<file path="config.mk">
export PLATFORM = sky130hd
export DESIGN_NAME = instr_decode
export DESIGN_NICKNAME = d
export VERILOG_FILES = /design/src/rtl/instr_decode.sv
export SDC_FILE = /design/constraint.sdc
export NUM_CORES = 2
export LEC_CHECK = 0
export BUFFER_PORTS_ARGS = -buffer_cell sky130_fd_sc_hd__clkbuf_2
export CAP_MARGIN = 20
export CORE_MARGIN = 2
export CORE_UTILIZATION = 50
export CTS_CLUSTER_SIZE = 12
export DETAILED_ROUTE_END_ITERATION = 8
export GPL_TIMING_DRIVEN = 0
export PLACE_DENSITY = 0.67
export SLEW_MARGIN = 30
export SYNTH_ARGS = -nofsm -noshare
export SYNTH_HDL_FRONTEND = slang
export SYNTH_SLANG_ARGS = --single-unit
export TNS_END_PERCENT = 5
</file>
<file path="constraint.sdc">
create_clock -name clk -period 2.9 [get_ports clk]
set_input_delay 0.435 -clock clk [delete_from_list [all_inputs] [get_ports clk]]
set_output_delay 0.435 -clock clk [all_outputs]
set_load 0.01 [all_outputs]
</file>
<file path="src/rtl/instr_decode.sv">
// Decode stage: IF/ID register, 32-entry register file with write-through bypass,
// control decode and the ID/EX pipeline register feeding execute.
module instr_decode #(
   parameter int          DATA_W    = 32,
   parameter int          REG_AW    = 5,
   parameter logic [31:0] NOP_INSTR = 32'h00000000
) (
   input  logic              clk,
   input  logic              reset,
   input  logic [31:0]       pc_next_in,
   input  logic [31:0]       instruction_in,
   input  logic              stall,
   input  logic              flush,
   input  logic              wb_reg_write,
   input  logic [REG_AW-1:0] wb_write_reg,
   input  logic [DATA_W-1:0] wb_write_data,
   output logic [31:0]       pc_next_out,
   output logic [DATA_W-1:0] read_data1,
   output logic [DATA_W-1:0] read_data2,
   output logic [DATA_W-1:0] imm_ext,
   output logic [REG_AW-1:0] rs_out,
   output logic [REG_AW-1:0] rt_out,
   output logic [REG_AW-1:0] rd_out,
   output logic              reg_dst,
   output logic              alu_src,
   output logic              mem_to_reg,
   output logic              reg_write,
   output logic              mem_read,
   output logic              mem_write,
   output logic              branch,
   output logic [1:0]        alu_op,
   output logic              illegal_op
);

   localparam int NREGS = 2 ** REG_AW;

   localparam logic [5:0] OP_RTYPE = 6'h00;
   localparam logic [5:0] OP_LW    = 6'h23;
   localparam logic [5:0] OP_SW    = 6'h2B;
   localparam logic [5:0] OP_BEQ   = 6'h04;
   localparam logic [5:0] OP_ADDI  = 6'h08;

   logic [31:0]       ifid_instr;
   logic [31:0]       ifid_pc;
   logic [DATA_W-1:0] regs [NREGS];

   logic [REG_AW-1:0] dec_rs, dec_rt, dec_rd;
   logic [DATA_W-1:0] dec_rd1, dec_rd2, dec_imm;
   logic              dec_reg_dst, dec_alu_src, dec_mem_to_reg, dec_reg_write;
   logic              dec_mem_read, dec_mem_write, dec_branch, dec_illegal;
   logic [1:0]        dec_alu_op;
   logic              wb_active;

   // IF/ID register: flush wins over stall
   always_ff @(posedge clk or negedge reset) begin
      if (!reset) begin
         ifid_instr <= NOP_INSTR;
         ifid_pc    <= '0;
      end else if (flush) begin
         ifid_instr <= NOP_INSTR;
         ifid_pc    <= '0;
      end else if (!stall) begin
         ifid_instr <= instruction_in;
         ifid_pc    <= pc_next_in;
      end
   end

   assign wb_active = wb_reg_write && (wb_write_reg != '0);

   // Register file; entry 0 is never written so it stays zero
   always_ff @(posedge clk or negedge reset) begin
      if (!reset) begin
         for (int i = 0; i < NREGS; i++) regs[i] <= '0;
      end else if (wb_active) begin
         regs[wb_write_reg] <= wb_write_data;
      end
   end

   assign dec_rs  = ifid_instr[25:21];
   assign dec_rt  = ifid_instr[20:16];
   assign dec_rd  = ifid_instr[15:11];
   assign dec_imm = {{(DATA_W-16){ifid_instr[15]}}, ifid_instr[15:0]};

   // Write-through bypass lets an instruction see a result retiring this cycle
   always_comb begin
      dec_rd1 = '0;
      dec_rd2 = '0;
      if (dec_rs != '0) dec_rd1 = (wb_active && wb_write_reg == dec_rs) ? wb_write_data : regs[dec_rs];
      if (dec_rt != '0) dec_rd2 = (wb_active && wb_write_reg == dec_rt) ? wb_write_data : regs[dec_rt];
   end

   always_comb begin
      dec_reg_dst    = 1'b0;
      dec_alu_src    = 1'b0;
      dec_mem_to_reg = 1'b0;
      dec_reg_write  = 1'b0;
      dec_mem_read   = 1'b0;
      dec_mem_write  = 1'b0;
      dec_branch     = 1'b0;
      dec_alu_op     = 2'b00;
      dec_illegal    = 1'b0;
      case (ifid_instr[31:26])
         OP_RTYPE: begin
            dec_reg_dst   = 1'b1;
            dec_reg_write = 1'b1;
            dec_alu_op    = 2'b10;
         end
         OP_LW: begin
            dec_alu_src    = 1'b1;
            dec_mem_to_reg = 1'b1;
            dec_reg_write  = 1'b1;
            dec_mem_read   = 1'b1;
         end
         OP_SW: begin
            dec_alu_src   = 1'b1;
            dec_mem_write = 1'b1;
         end
         OP_BEQ: begin
            dec_branch = 1'b1;
            dec_alu_op = 2'b01;
         end
         OP_ADDI: begin
            dec_alu_src   = 1'b1;
            dec_reg_write = 1'b1;
         end
         default: dec_illegal = 1'b1;
      endcase
   end

   // ID/EX register; stall or flush turns the controls into a bubble
   always_ff @(posedge clk or negedge reset) begin
      if (!reset) begin
         pc_next_out <= '0;
         read_data1  <= '0;
         read_data2  <= '0;
         imm_ext     <= '0;
         rs_out      <= '0;
         rt_out      <= '0;
         rd_out      <= '0;
         reg_dst     <= 1'b0;
         alu_src     <= 1'b0;
         mem_to_reg  <= 1'b0;
         reg_write   <= 1'b0;
         mem_read    <= 1'b0;
         mem_write   <= 1'b0;
         branch      <= 1'b0;
         alu_op      <= 2'b00;
         illegal_op  <= 1'b0;
      end else begin
         pc_next_out <= ifid_pc;
         read_data1  <= dec_rd1;
         read_data2  <= dec_rd2;
         imm_ext     <= dec_imm;
         rs_out      <= dec_rs;
         rt_out      <= dec_rt;
         rd_out      <= dec_rd;
         if (stall || flush) begin
            reg_dst    <= 1'b0;
            alu_src    <= 1'b0;
            mem_to_reg <= 1'b0;
            reg_write  <= 1'b0;
            mem_read   <= 1'b0;
            mem_write  <= 1'b0;
            branch     <= 1'b0;
            alu_op     <= 2'b00;
            illegal_op <= 1'b0;
         end else begin
            reg_dst    <= dec_reg_dst;
            alu_src    <= dec_alu_src;
            mem_to_reg <= dec_mem_to_reg;
            reg_write  <= dec_reg_write;
            mem_read   <= dec_mem_read;
            mem_write  <= dec_mem_write;
            branch     <= dec_branch;
            alu_op     <= dec_alu_op;
            illegal_op <= dec_illegal;
         end
      end
   end

endmodule

</file>
### After elaboration in Yosys (flattened, before gate mapping)

Index checks and enable logic that the tools add are counted.

| word-level totals | value |
|---|---|
| output and inout bits | 153 |
| register bits after elaboration | 1,224 |
| input bits | 106 |

| operators by class | value |
|---|---|
| mux-type cells | 33 |
| order comparisons | 4 |
| reductions and logical operators | 12 |
| bitwise logic cells | 3 |
| equality and inequality tests | 7 |

Operators with widths:

| kind | count |
|---|---|
| $bwmux 1024 | 1 |
| $mux 32 | 13 |
| $bmux 32 s5 | 2 |
| $demux 32 s5 | 1 |
| $ge 6x6->1 const B | 3 |
| $not 5->6 | 3 |
| $reduce_bool 5->1 | 3 |
| $mux 1 | 14 |
| $eq 6x6->1 const B | 2 |
| $eq 5x5->1 | 2 |
| $eq 6x3->1 const B | 1 |
| $eq 6x4->1 const B | 1 |
| $logic_not 6->1 | 1 |
| $lt 6x1->1 const B | 1 |
| $reduce_or 3->1 | 2 |
| $reduce_or 5->1 | 1 |
| $logic_and 1x1->1 | 4 |
| $pmux 2 s2 | 1 |
| $mux 2 | 1 |
| $ne 2x1->1 const B | 1 |
| $logic_or 1x1->1 | 1 |

### Longest topological paths before layout

| depth | value |
|---|---|
| word-level depth | 6 |
| depth in mapped cells | 9 |

### Worst setup path after synthesis

No wires, ideal clock.

| path | value |
|---|---|
| path type | register to register |
| start point | register ifid_instr[16] |
| end point | register read_data2[15] |
| setup time | 0.122 ns |
| path slack | 0.813 ns |
| data arrival time | 1.965 ns |
| cell stages (with the launch flop) | 8 |
| cells stage by stage | dfrtp_1 buf_6 buf_4 buf_2 mux4_2 a22oi_1 nand2_1 a32o_1 |

| between the ends | value |
|---|---|
| word-level cells in the longest chain between the ends | 6 |
| elaborated cells on any way between the ends | 9 |
| classes of those cells | eq/ne: 1; mux: 5; bitwise: 1; reduce/logical: 2 |

Ends and longest elaborated chain:

| element | line | RTL |
|---|---|---|
| from (decl) | 43 | `logic [31:0] ifid_instr;` |
| from (signal assigned) | 63 | `ifid_instr <= instruction_in;` |
| $not 5->6 (not written as such) | 89 | `if (dec_rt != '0) dec_rd2 = (wb_active && wb_write_reg == dec_rt) ? wb_write_data : regs[dec_rt];` |
| $bmux 32 s5 | 89 |  |
| $mux 32 (not written as such) (2 in a row) | 89 |  |
| $mux 32 | 89 |  |
| $mux 32 (*) | 89 |  |
| via dec_rd2[15] | 48 | `logic [DATA_W-1:0] dec_rd1, dec_rd2, dec_imm;` |
| to (signal assigned) | 152 | `read_data2 <= dec_rd2;` |
| to (decl) | 19 | `output logic [DATA_W-1:0] read_data2,` |

Mark *: on every way through the listed nets, which the timed path passes. The rest lies on a longest branch. The select of a mux whose other input is x is not followed.
A chain may end at the register's enable or synchronous reset.

### Final worst setup path

| path | value |
|---|---|
| start point | register ifid_instr[23] |
| end point | register read_data1[25] |

| between the ends | value |
|---|---|
| word-level cells in the longest chain between the ends | 6 |
| elaborated cells on any way between the ends | 9 |
| classes of those cells | eq/ne: 1; mux: 5; bitwise: 1; reduce/logical: 2 |

Ends and longest elaborated chain:

| element | line | RTL |
|---|---|---|
| $not 5->6 (not written as such) | 88 | `if (dec_rs != '0) dec_rd1 = (wb_active && wb_write_reg == dec_rs) ? wb_write_data : regs[dec_rs];` |
| $bmux 32 s5 | 88 |  |
| $mux 32 (not written as such) (2 in a row) | 88 |  |
| $mux 32 | 88 |  |
| $mux 32 (*) | 88 |  |
| via dec_rd1[25] | 48 |  |
| to (signal assigned) | 151 | `read_data1 <= dec_rd1;` |
| to (decl) | 18 | `output logic [DATA_W-1:0] read_data1,` |

Marks and branches as above.

==> run summary <==
CTS Buf Count -> 138
CP max FO -> 10
Hpwl dp -> 193000 µm
Status -> finished, violations left
Met3 usage -> 0.210
Routed WL per cell -> 41.6 µm
Most frequent cells in the layout -> dfrtp_1, mux2_2, mux4_2
Synth Area in XOR/XNOR -> 0.00144
Synth warnings -> 0
GRT busiest layer -> met2
TritonCTS clock tree -> done
PwrDens -> 709 nW/µm²
Asr flop ratio synth -> 1.00
Post-route setup TNS -> -2.64 ns
Mean post-synth cell area -> 14.6 µm²
Distinct cells, synth -> 56
GRT overflow -> 0
Fin area -> 71800 µm²
Largest family of logic cells by synthesized area -> multiplexers
Post-synth EDFFs -> 0
Layout net count -> 4794
Die ar. -> 125000 µm²
DRT antenna net count -> 0
Clk sinks -> 1218
Fillers -> 9708
CP arrival -> 3.67 ns
Leak -> 31.2 nW
Die Wd -> 353 µm
Post-Synth Simple-Gate Area -> 0.0272
Met2 Use GR -> 0.576
Crit path time final -> 3.05 ns
Via density -> 6.93
Fmax -> 328 MHz
CP Launch Point -> ifid_instr[23]$_DFFE_PN0P_
Number of synthesized register bits -> 1218
Placed cell areas -> 65500 µm²
Hold Crit Start -> wb_write_data[9]
Row cnt -> 128
Vias in the first global route -> 43100
Post-Layout Cell Count -> 6434
Hold crit path type -> input pin to register
Ys flop type -> dfrtp_1
Worst setup EP type -> register
Synth Area in Compound Gates -> 0.0512
DIE HEIGHT -> 353 µm
Maximum clock path buffer count -> 3
Mapped Cells -> 4184
Via count -> 44600
Failing checks -> negative setup slack
Drt initial violations -> 7068
Worst-Margin Slew -> 1.08 ns
Worst setup path class -> register to register
Root Buffer Master -> clkbuf_16
PnR Total Power -> 50.9 mW
Layout cells sized above 1 -> 0.475
R2R setup slack -> -0.15 ns
Area growth, synth to finish -> 17.7%
Mapped cell area -> 61000 µm²
H-Tree Depth -> 4
Crit path launch type -> register
RSZ-0062 raised after global routing -> true
Tcrit/Tclk final -> 1.05
I/O Pins -> 259
GP Congestion -> 1.04
R2r startpoint -> ifid_instr[23]$_DFFE_PN0P_
Initial core utilization -> 0.503
GRT Overall Usage -> 0.427
DRT Pass-1 Iters -> 6
Met1 usage -> 0.541
Max Transition Viols Final -> 0
Dpl cells -> 6106
Core area -> 121000 µm²
Port buffer count -> 257
Post-synthesis mux area share -> 0.383
Worst EP required -> 3.52 ns
Slew Limit Headroom -> 0.282
Post-layout util -> 0.592
Fin. Hold Viols -> 0
Post-route clock skew -> 0.0323 ns
First-pass GRT wire length -> 360000 µm
Commonest non-fill, non-tap cell in the layout -> dfrtp_1
VDD IR max -> 0.697 mV
Sequential-to-total area share from yosys stat -> 0.500
Post-Synth Adder-Cell Area -> 0
Mapped Nets -> 4290
Max Cap Violations -> 0
Largest net degree at the start of global routing -> 80
Clock-pin slew on the worst setup and hold paths -> 0.06 ns
Worst skew pair latency -> 0.82 ns
Routed wire length -> 268000 µm
Setup Viol. Count Final -> 42
DRC violations left -> 0
Initial antenna violation count -> 21
Final setup margin -> -0.152 ns
## report_power, final
group / switching, mW / total [mW] / leakage, nW / internal [mW]
registers: 2.24 / 22.2 / 15.7 / 19.9
logic: 5.61 / 11.0 / 13.3 / 5.36
clock network: 7.54 / 17.8 / 2.22 / 10.3
## metrics by stage
step                hold WS (ns)  worst slack (ns)
finish                    0.0606            -0.152
detailed placement         0.353             -1.43
global placement           0.355            -28.96
CTS                      0.00332           -0.0516
floorplan                  0.139             0.813
global route              0.0417           -0.0559
## area by class of cell
cell class | count | area [µm²] | area share
multi-input combinational | 2486 | 28700 | 0.400
tap | 1625 | 2030 | 0.0283
sequential | 1218 | 30500 | 0.424
timing repair buffer | 370 | 3040 | 0.0423
clock inverter | 28 | 375 | 0.00523
antenna | 13 | 32.5 | 0.000453
buffer | 473 | 2980 | 0.0415
inverter | 1 | 5.00 | 0.0000697
clock buffer | 220 | 4170 | 0.0581
## cell families (layout without fill, tap and decap cells)
| logic type | Yosys count | after routing |
|---|---|---|
| flops | 1218 | 1218 |
| xor+xnor | 10 | 10 |
| buf+inv | 480 | 1092 |
| mux | 1712 | 1712 |
| compound gates | 415 | 415 |
| other cells | 0 | 13 |
| simple gates | 349 | 349 |
## metal layers
metal / wire [µm] / part of all wire
met1: 97400 / 0.36
met4: 19700 / 0.073
met2: 110000 / 0.41
met3: 40000 / 0.15
met5: 218 / 0.00081
## Yosys cell counts (all sizes together) (18+ instances only)
library cell  number  area, µm²
nand3             18       90.1
nand2             75        282
a22oi             59        443
o22ai             87        544
a32o              25        250
clkbuf           255        960
mux2i            277       2770
nor2             123        462
a21oi             31        155
a211o             24        210
mux4             390       8800
nor3              48        240
dfrtp           1218      30500
buf              224       1350
nor2b             18        113
a211oi            55        413
o221ai            29        254
a221oi            28        245
mux2            1045      11800
## worst paths after layout
check                                            end  depth (start not counted)
min in group asynchronous  pc_next_out[15]$_DFF_PN0_                          2
max in group asynchronous      regs[817]$_DFFE_PN0P_                          6
hold / removal                  regs[41]$_DFFE_PN0P_                          2
setup reg to reg            read_data1[25]$_DFF_PN0_                          8
hold reg to reg            pc_next_out[28]$_DFF_PN0_                          0
setup / recovery            read_data1[25]$_DFF_PN0_                          8
## critical path, stage by stage, from the launching register on
cell	delay [ns]
dfrtp_1	0.34
buf_2	0.31
nor2b_1	0.17
clkbuf_1	0.41
buf_2	0.56
a221oi_1	0.22
a22oi_1	0.26
a21oi_1	0.11
a211o_1	0.45
## flip-flops by register name, summed over array words and instances, names as in the netlist
name	count
rs_out	5
ifid_pc	32
read_data2	32
ifid_instr	32
regs	1024
illegal_op	1
imm_ext	12
read_data1	32
mem_write	1
rt_out	5
alu_src	1
mem_read	1
reg_write	1
reg_dst	1
alu_op	2
pc_next_out	32
rd_out	4
## repair_timing
item | 4_1_cts | 5_1_grt
setup buffers | 2 | 2
cloned | 0 | 0
setup endpoints to repair | 65 | 57
resized for setup | 224 | 82
hold endpoints to repair | 132 | 0
pin swaps | 6 | 6
hold buffers | 68 | 0
No activity file was read; power rests on OpenSTA's default activity.
